`src/rtl/alu_seq_core_if.sv`:
```
// Request/response bundle for alu_seq_core: operand request channel and registered result channel,
// each with its own valid/ready handshake.
interface alu_seq_core_if #(
  parameter int unsigned DATA_WIDTH = 8,
  parameter int unsigned FUN_WIDTH  = 4
) ();
  localparam int unsigned OUT_WIDTH = 2 * DATA_WIDTH;

  logic [DATA_WIDTH-1:0] A;
  logic [DATA_WIDTH-1:0] B;
  logic [FUN_WIDTH-1:0]  ALU_FUN;
  logic                  IN_VALID;
  logic                  IN_READY;
  logic [OUT_WIDTH-1:0]  ALU_OUT;
  logic [3:0]            FLAGS;
  logic                  OUT_VALID;
  logic                  OUT_READY;

  modport master (
    output A, B, ALU_FUN, IN_VALID, OUT_READY,
    input  IN_READY, ALU_OUT, FLAGS, OUT_VALID
  );

  modport slave (
    input  A, B, ALU_FUN, IN_VALID, OUT_READY,
    output IN_READY, ALU_OUT, FLAGS, OUT_VALID
  );
endinterface

```
`src/rtl/alu_seq_core.sv`:
```
// Handshaked ALU core: single-cycle arithmetic/logic/compare/shift ops, full-width multiply and an
// iterative restoring divider. Each result is held with its {DZ, V, C, Z} flags until consumed.
module alu_seq_core #(
  parameter int unsigned DATA_WIDTH = 8,
  parameter int unsigned FUN_WIDTH  = 4,
  parameter int unsigned OUT_WIDTH  = 2 * DATA_WIDTH
) (
  input logic           CLK,
  input logic           RST,
  alu_seq_core_if.slave bus
);

  localparam int unsigned CntWidth = $clog2(DATA_WIDTH);
  localparam logic [CntWidth-1:0] LastIter = CntWidth'(DATA_WIDTH - 1);

  localparam logic [FUN_WIDTH-1:0] OpAdd  = 4'h0;
  localparam logic [FUN_WIDTH-1:0] OpSub  = 4'h1;
  localparam logic [FUN_WIDTH-1:0] OpMul  = 4'h2;
  localparam logic [FUN_WIDTH-1:0] OpDiv  = 4'h3;
  localparam logic [FUN_WIDTH-1:0] OpAnd  = 4'h4;
  localparam logic [FUN_WIDTH-1:0] OpOr   = 4'h5;
  localparam logic [FUN_WIDTH-1:0] OpNand = 4'h6;
  localparam logic [FUN_WIDTH-1:0] OpNor  = 4'h7;
  localparam logic [FUN_WIDTH-1:0] OpNop  = 4'h8;
  localparam logic [FUN_WIDTH-1:0] OpEq   = 4'h9;
  localparam logic [FUN_WIDTH-1:0] OpGt   = 4'ha;
  localparam logic [FUN_WIDTH-1:0] OpLt   = 4'hb;
  localparam logic [FUN_WIDTH-1:0] OpShrA = 4'hc;
  localparam logic [FUN_WIDTH-1:0] OpShlA = 4'hd;
  localparam logic [FUN_WIDTH-1:0] OpShrB = 4'he;
  localparam logic [FUN_WIDTH-1:0] OpShlB = 4'hf;

  typedef enum logic [1:0] {StIdle, StDiv, StHold} state_e;

  state_e                state_q;
  logic [OUT_WIDTH-1:0]  alu_out_q;
  logic [3:0]            flags_q;
  logic                  out_valid_q;
  logic [DATA_WIDTH-1:0] div_rem_q;
  logic [DATA_WIDTH-1:0] div_quo_q;
  logic [DATA_WIDTH-1:0] div_dvs_q;
  logic [CntWidth-1:0]   div_cnt_q;

  logic                  in_ready;
  logic                  accept;

  // Single-cycle datapath
  logic [DATA_WIDTH:0]   sum;
  logic [DATA_WIDTH-1:0] diff;
  logic [OUT_WIDTH-1:0]  prod;
  logic [DATA_WIDTH-1:0] res_hi;
  logic [DATA_WIDTH-1:0] res_lo;
  logic                  op_c;
  logic                  op_v;
  logic                  op_dz;
  logic                  div_start;

  // Divider step
  logic [DATA_WIDTH:0]   div_trial;
  logic                  div_ge;
  logic [DATA_WIDTH-1:0] div_rem_d;
  logic [DATA_WIDTH-1:0] div_quo_d;

  assign in_ready = (state_q == StIdle) | ((state_q == StHold) & bus.OUT_READY);
  assign accept   = bus.IN_VALID & in_ready;

  assign sum  = {1'b0, bus.A} + {1'b0, bus.B};
  assign diff = bus.A - bus.B;
  assign prod = {{DATA_WIDTH{1'b0}}, bus.A} * {{DATA_WIDTH{1'b0}}, bus.B};

  always_comb begin
    res_hi    = '0;
    res_lo    = '0;
    op_c      = 1'b0;
    op_v      = 1'b0;
    op_dz     = 1'b0;
    div_start = 1'b0;
    case (bus.ALU_FUN)
      OpAdd: begin
        res_hi[0] = sum[DATA_WIDTH];
        res_lo    = sum[DATA_WIDTH-1:0];
        op_c      = sum[DATA_WIDTH];
        op_v      = (bus.A[DATA_WIDTH-1] == bus.B[DATA_WIDTH-1]) &&
                    (sum[DATA_WIDTH-1] != bus.A[DATA_WIDTH-1]);
      end
      OpSub: begin
        res_lo = diff;
        op_c   = bus.A < bus.B;
        op_v   = (bus.A[DATA_WIDTH-1] != bus.B[DATA_WIDTH-1]) &&
                 (diff[DATA_WIDTH-1] != bus.A[DATA_WIDTH-1]);
      end
      OpMul: {res_hi, res_lo} = prod;
      OpDiv: begin
        // Divide by zero resolves immediately: remainder A, quotient all ones.
        if (bus.B == '0) begin
          res_hi = bus.A;
          res_lo = '1;
          op_dz  = 1'b1;
        end else begin
          div_start = 1'b1;
        end
      end
      OpAnd:  res_lo = bus.A & bus.B;
      OpOr:   res_lo = bus.A | bus.B;
      OpNand: res_lo = ~(bus.A & bus.B);
      OpNor:  res_lo = ~(bus.A | bus.B);
      OpNop:  res_lo = '0;
      OpEq:   res_lo[0] = bus.A == bus.B;
      OpGt:   res_lo[0] = bus.A > bus.B;
      OpLt:   res_lo[0] = bus.A < bus.B;
      OpShrA: res_lo = {1'b0, bus.A[DATA_WIDTH-1:1]};
      OpShlA: res_lo = {bus.A[DATA_WIDTH-2:0], 1'b0};
      OpShrB: res_lo = {1'b0, bus.B[DATA_WIDTH-1:1]};
      OpShlB: res_lo = {bus.B[DATA_WIDTH-2:0], 1'b0};
    endcase
  end

  // Restoring step: shift the next dividend bit into the partial remainder, subtract if it fits.
  assign div_trial = {div_rem_q, div_quo_q[DATA_WIDTH-1]};
  assign div_ge    = div_trial >= {1'b0, div_dvs_q};
  assign div_rem_d = div_ge ? (div_trial[DATA_WIDTH-1:0] - div_dvs_q) : div_trial[DATA_WIDTH-1:0];
  assign div_quo_d = {div_quo_q[DATA_WIDTH-2:0], div_ge};

  always_ff @(posedge CLK) begin
    if (RST) begin
      state_q     <= StIdle;
      alu_out_q   <= '0;
      flags_q     <= '0;
      out_valid_q <= 1'b0;
      div_rem_q   <= '0;
      div_quo_q   <= '0;
      div_dvs_q   <= '0;
      div_cnt_q   <= '0;
    end else begin
      unique case (state_q)
        StIdle, StHold: begin
          if (accept) begin
            if (div_start) begin
              state_q     <= StDiv;
              out_valid_q <= 1'b0;
              div_rem_q   <= '0;
              div_quo_q   <= bus.A;
              div_dvs_q   <= bus.B;
              div_cnt_q   <= '0;
            end else begin
              state_q     <= StHold;
              out_valid_q <= 1'b1;
              alu_out_q   <= {res_hi, res_lo};
              flags_q     <= {op_dz, op_v, op_c, ({res_hi, res_lo} == '0)};
            end
          end else if ((state_q == StHold) && bus.OUT_READY) begin
            state_q     <= StIdle;
            out_valid_q <= 1'b0;
          end
        end
        StDiv: begin
          div_rem_q <= div_rem_d;
          div_quo_q <= div_quo_d;
          div_cnt_q <= div_cnt_q + 1'b1;
          if (div_cnt_q == LastIter) begin
            state_q     <= StHold;
            out_valid_q <= 1'b1;
            alu_out_q   <= {div_rem_d, div_quo_d};
            flags_q     <= {3'b000, ({div_rem_d, div_quo_d} == '0)};
          end
        end
        default: begin
          state_q     <= StIdle;
          out_valid_q <= 1'b0;
        end
      endcase
    end
  end

  assign bus.IN_READY  = in_ready;
  assign bus.ALU_OUT   = alu_out_q;
  assign bus.FLAGS     = flags_q;
  assign bus.OUT_VALID = out_valid_q;

endmodule

```
`src/flat_wrapper.sv`:
```
// flat-port wrapper written by rule: the top's interface ports become plain ports
module alu_seq_core_flat 
#(
  parameter int unsigned DATA_WIDTH = 8,
  parameter int unsigned FUN_WIDTH  = 4,
  parameter int unsigned OUT_WIDTH  = 2 * DATA_WIDTH
)
  (CLK, RST, bus_A, bus_B, bus_ALU_FUN, bus_IN_VALID, bus_OUT_READY, bus_IN_READY, bus_ALU_OUT, bus_FLAGS, bus_OUT_VALID);
  alu_seq_core_if #(.DATA_WIDTH(DATA_WIDTH), .FUN_WIDTH(FUN_WIDTH)) bus_i ();
  input logic CLK;
  input logic RST;
  input wire logic [$bits(bus_i.A)-1:0] bus_A;
  input wire logic [$bits(bus_i.B)-1:0] bus_B;
  input wire logic [$bits(bus_i.ALU_FUN)-1:0] bus_ALU_FUN;
  input wire logic [$bits(bus_i.IN_VALID)-1:0] bus_IN_VALID;
  input wire logic [$bits(bus_i.OUT_READY)-1:0] bus_OUT_READY;
  output wire logic [$bits(bus_i.IN_READY)-1:0] bus_IN_READY;
  output wire logic [$bits(bus_i.ALU_OUT)-1:0] bus_ALU_OUT;
  output wire logic [$bits(bus_i.FLAGS)-1:0] bus_FLAGS;
  output wire logic [$bits(bus_i.OUT_VALID)-1:0] bus_OUT_VALID;
  assign bus_i.A = bus_A;
  assign bus_i.B = bus_B;
  assign bus_i.ALU_FUN = bus_ALU_FUN;
  assign bus_i.IN_VALID = bus_IN_VALID;
  assign bus_i.OUT_READY = bus_OUT_READY;
  assign bus_IN_READY = bus_i.IN_READY;
  assign bus_ALU_OUT = bus_i.ALU_OUT;
  assign bus_FLAGS = bus_i.FLAGS;
  assign bus_OUT_VALID = bus_i.OUT_VALID;
  alu_seq_core #(.DATA_WIDTH(DATA_WIDTH), .FUN_WIDTH(FUN_WIDTH), .OUT_WIDTH(OUT_WIDTH)) u_core (.CLK(CLK), .RST(RST), .bus(bus_i));
endmodule
```
`config.mk`:
```
export PLATFORM = sky130hd
export DESIGN_NAME = alu_seq_core_flat
export DESIGN_NICKNAME = d
export VERILOG_FILES = /design/src/rtl/alu_seq_core_if.sv /design/src/rtl/alu_seq_core.sv /design/src/flat_wrapper.sv
export SDC_FILE = /design/constraint.sdc
export NUM_CORES = 1
export LEC_CHECK = 0
export ABC_AREA = 1
export BUFFER_PORTS_ARGS = -buffer_cell sky130_fd_sc_hd__buf_4
export CORE_MARGIN = 5
export CORE_UTILIZATION = 45
export CTS_BUF_LIST = sky130_fd_sc_hd__clkbuf_16
export CTS_CLUSTER_DIAMETER = 30
export DETAILED_ROUTE_END_ITERATION = 8
export PLACE_DENSITY = 0.71
export SYNTH_ARGS = -nofsm -noshare
export SYNTH_HDL_FRONTEND = slang
export SYNTH_SLANG_ARGS = --single-unit
```
`constraint.sdc`:
```
create_clock -name CLK -period 7.95 [get_ports CLK]
set_input_delay 0.3975 -clock CLK [delete_from_list [all_inputs] [get_ports CLK]]
set_output_delay 0.3975 -clock CLK [all_outputs]
set_load 0.005 [all_outputs]
```
==> qor.yml <==
timing:
  postLayoutSetupSlackWorst_ns: 3.20
  final.setup.tns_ns: 0
  setup_viol: 0
  clock.fmax_mhz: 211
  finalCriticalPeriod_ns: 4.75
  relSlewSlack_pct: 54.0
  grt_setup_unrepaired: "no"
  worst-slew-pin-transition_ns: 0.688
  clock-skew-final_ns: 0.00252
  post-route-period-util_pct: 59.8
  hold_viol_final: 0
  final_max_slew_viol_count: 0
setup_path:
  worstSetupPathType: "input port to register"
  critPathCaptureType: "register"
  ff2ff_setup_slack_ns: 5.48
  r2r-start: "u_core.state_q[0]"
  start_kind: "input port"
  worstPathRequired_ns: 8.17
  cp-startpoint: "bus_A[3]"
  cp_data_arrival_time_ns: 4.97
  worstPathMaxFanout: 13
clock_network:
  post_cts_buffers: 0
  clk_pin_slew_ns: 0.07
  numCtsBuffers: 5
  cts_resized: 0
  cts_sinks: 49
  cts_buffer_depth: 2
  cts-root-buf: "clkbuf_16"
  hold_buffers: 0
  htreeDepth: 2
  cts_tree: "built"
  clock_latency_ns: 0.29
cells_and_area:
  drive_above_1_share_pct: 6.80
  nets: 1250
  num_antenna_cells: 0
  syn_to_final_growth_pct: 8.58
routing:
  drc: 0
  wl_per_cell_um: 15.9
  drt_first_iter_violations: 910
  via_per_inst: 5.36
  num_vias: 6985
  firstDrtPassIters: 5
  drt-total-wl_mm: 20.7
  ant_nets: 0
global_routing:
  met3_usage_pct: 2.18
  grt_pass1_vias: 6538
  grt_max_degree: 37
  overflow: 0
  grt_most_used_layer: "met2"
  antenna_found_initial: 0
  grt_use_met1_pct: 33.1
  grt_util_met2_pct: 37.6
  grt_use_total_pct: 23.2
  grt_pass1_wl_mm: 33.7
hold_path:
  worstHoldStart: "u_core.bus.FLAGS[3]"
  hold_class: "register to register"
yosys:
  synth_top_cell_by_area: "nand2_1"
  synth-async-reset-ratio_pct: 0
  synth_commonest_cells: "352 x nand2_1, 198 x inv_1, 90 x nor2_1"
  synth_edf_count: 0
  synth.area.top_cells: "nand2_1 20%, dfxtp_1 15%, ha_1 13%"
  yosysUniqueCellTypes: 37
  synth_top_area_share_pct: 19.7
  yosysMostFrequentCell: "nand2_1"
  syn-num-nets: 1232
  dominantRegCellSynth: "dfxtp_1"
  seq_area_frac_synth_pct: 14.6
  synth_top_family_by_area: "simple AND/OR/NAND/NOR gates"
  netlist_instances: 1099
  synth-xor-area-share_pct: 1.04
  yosys.area_share.simple_pct: 34.9
  ys_ff_latch: 49
  synth.avg_cell_area_um2: 6.10
  yosys.area_share.adder_pct: 24.7
  synth_compound_area_share_pct: 10.5
  syn_area_um2: 6710
  yosys_warnings: 0
  synthMuxAreaShare_pct: 0
place:
  hpwlAfterDp_mm: 16.2
  port_buffers: 45
  gp_congestion: 0.987
  dp_slack_ns: 2.90
floorplan:
  pin_count: 46
  die_area_um2: 17400
  die_w_um: 132
  start_util_pct: 46.0
  rows: 44
  dieHeight_um: 132
  coreArea_um2: 14600
power:
  p_per_area_nw_per_um2: 158
  vdd_drop_max_mv: 0.122
  power.leakage_uw: 0.00398
job:
  drv_cap: 0
run_status:
  status: "complete, no violations"
sequential cells by signal (all words and copies together), names as in the netlist:
name and count:
u_core.div_rem_q 8, u_core.bus.OUT_VALID 1, u_core.state_q 1, u_core.bus.FLAGS 4
u_core.bus.ALU_OUT 16, u_core.div_dvs_q 8, u_core.div_cnt_q 3, u_core.div_quo_q 8
stage by stage:
| stage | cell area (µm²) | util, % | total power (µW) | std cells | hold WS (ns) |
|---|---|---|---|---|---|
| global route | 7280 | 49.9 | 1240 | 1302 | 0.482 |
| finish | 7280 | 49.9 | 1150 | 1302 | 0.468 |
| detailed placement | 7110 | 48.8 | 900 | 1294 | 0.461 |
| floorplan | 6710 | - | 731 | 1099 | 0.433 |
| global placement | 7110 | 48.8 | 899 | 1294 | 0.450 |
| CTS | 7280 | 49.9 | 1140 | 1302 | 0.468 |
kinds of logic (layout without fill, tap and decap cells):
family / count (synthesis) / count (layout)
adders and majority gates: 109 / 109
and+or+nand+nor: 563 / 563
AOI/OAI and AO/OA: 128 / 128
xor gates and xnor gates: 8 / 8
DFF: 49 / 49
buffers and inverters: 242 / 261
final cells by class:
| class | instances | area, µm² |
|---|---|---|
| fillers | 1525 | 7310 |
| multi-input cells | 808 | 4770 |
| flip-flops and latches | 49 | 981 |
| inverters | 205 | 769 |
| repair buffers | 48 | 360 |
| well taps | 184 | 230 |
| clock buffers | 5 | 125 |
| clock inverters | 3 | 41.3 |
critical path: stages:
cell,delay [ns]
buf_4,0.21
ha_1,0.23
inv_1,0.13
fa_1,0.56
inv_1,0.04
ha_1,0.28
inv_1,0.06
fa_1,0.50
fa_1,0.54
inv_1,0.04
ha_1,0.34
nand2_1,0.09
nand2_1,0.07
inv_1,0.05
nand2_1,0.12
o21ai_0,0.18
nor2_1,0.11
nor2_1,0.21
nand3_1,0.22
nor2_1,0.17
nand2_1,0.06
nor2_1,0.11
nand3_1,0.08
a21oi_1,0.14
cells in the final DEF, fill, tap and decap left out, drive strengths merged, types with 2 or more instances in the layout:
| master | count |
|---|---|
| clkinv | 2 |
| nand2 | 356 |
| o21ai | 33 |
| a21oi | 62 |
| o21bai | 4 |
| and2 | 2 |
| a22oi | 3 |
| o211ai | 4 |
| nor2 | 96 |
| a31oi | 16 |
| nand3b | 5 |
| clkbuf | 5 |
| ha | 70 |
| fa | 39 |
| nand4 | 12 |
| inv | 204 |
| dfxtp | 49 |
| or2 | 3 |
| xor2 | 6 |
| xnor2 | 2 |
| nor3 | 5 |
| nand3 | 82 |
| buf | 48 |
| o22ai | 3 |
path summary, 6_finish.rpt:
kind                               to  cells after the start
hold reg to reg   u_core.bus.FLAGS[3]                      2
setup reg to reg  u_core.bus.FLAGS[0]                     13
setup / recovery  u_core.bus.FLAGS[0]                     24
hold / removal    u_core.bus.FLAGS[3]                      2
report_power, final:
| part | switching [µW] | internal [µW] |
|---|---|---|
| combinational | 419 | 229 |
| sequential | 5.12 | 253 |
| clock | 94.3 | 147 |
| total | 518 | 630 |
per-layer routing:
layer | routed length [µm] | part of all wire [%]
met5 | 0 | 0
met4 | 424 | 2.1
met3 | 1490 | 7.2
met2 | 9240 | 45
met1 | 9530 | 46
Note: power is estimated with default switching activity, not from simulation.
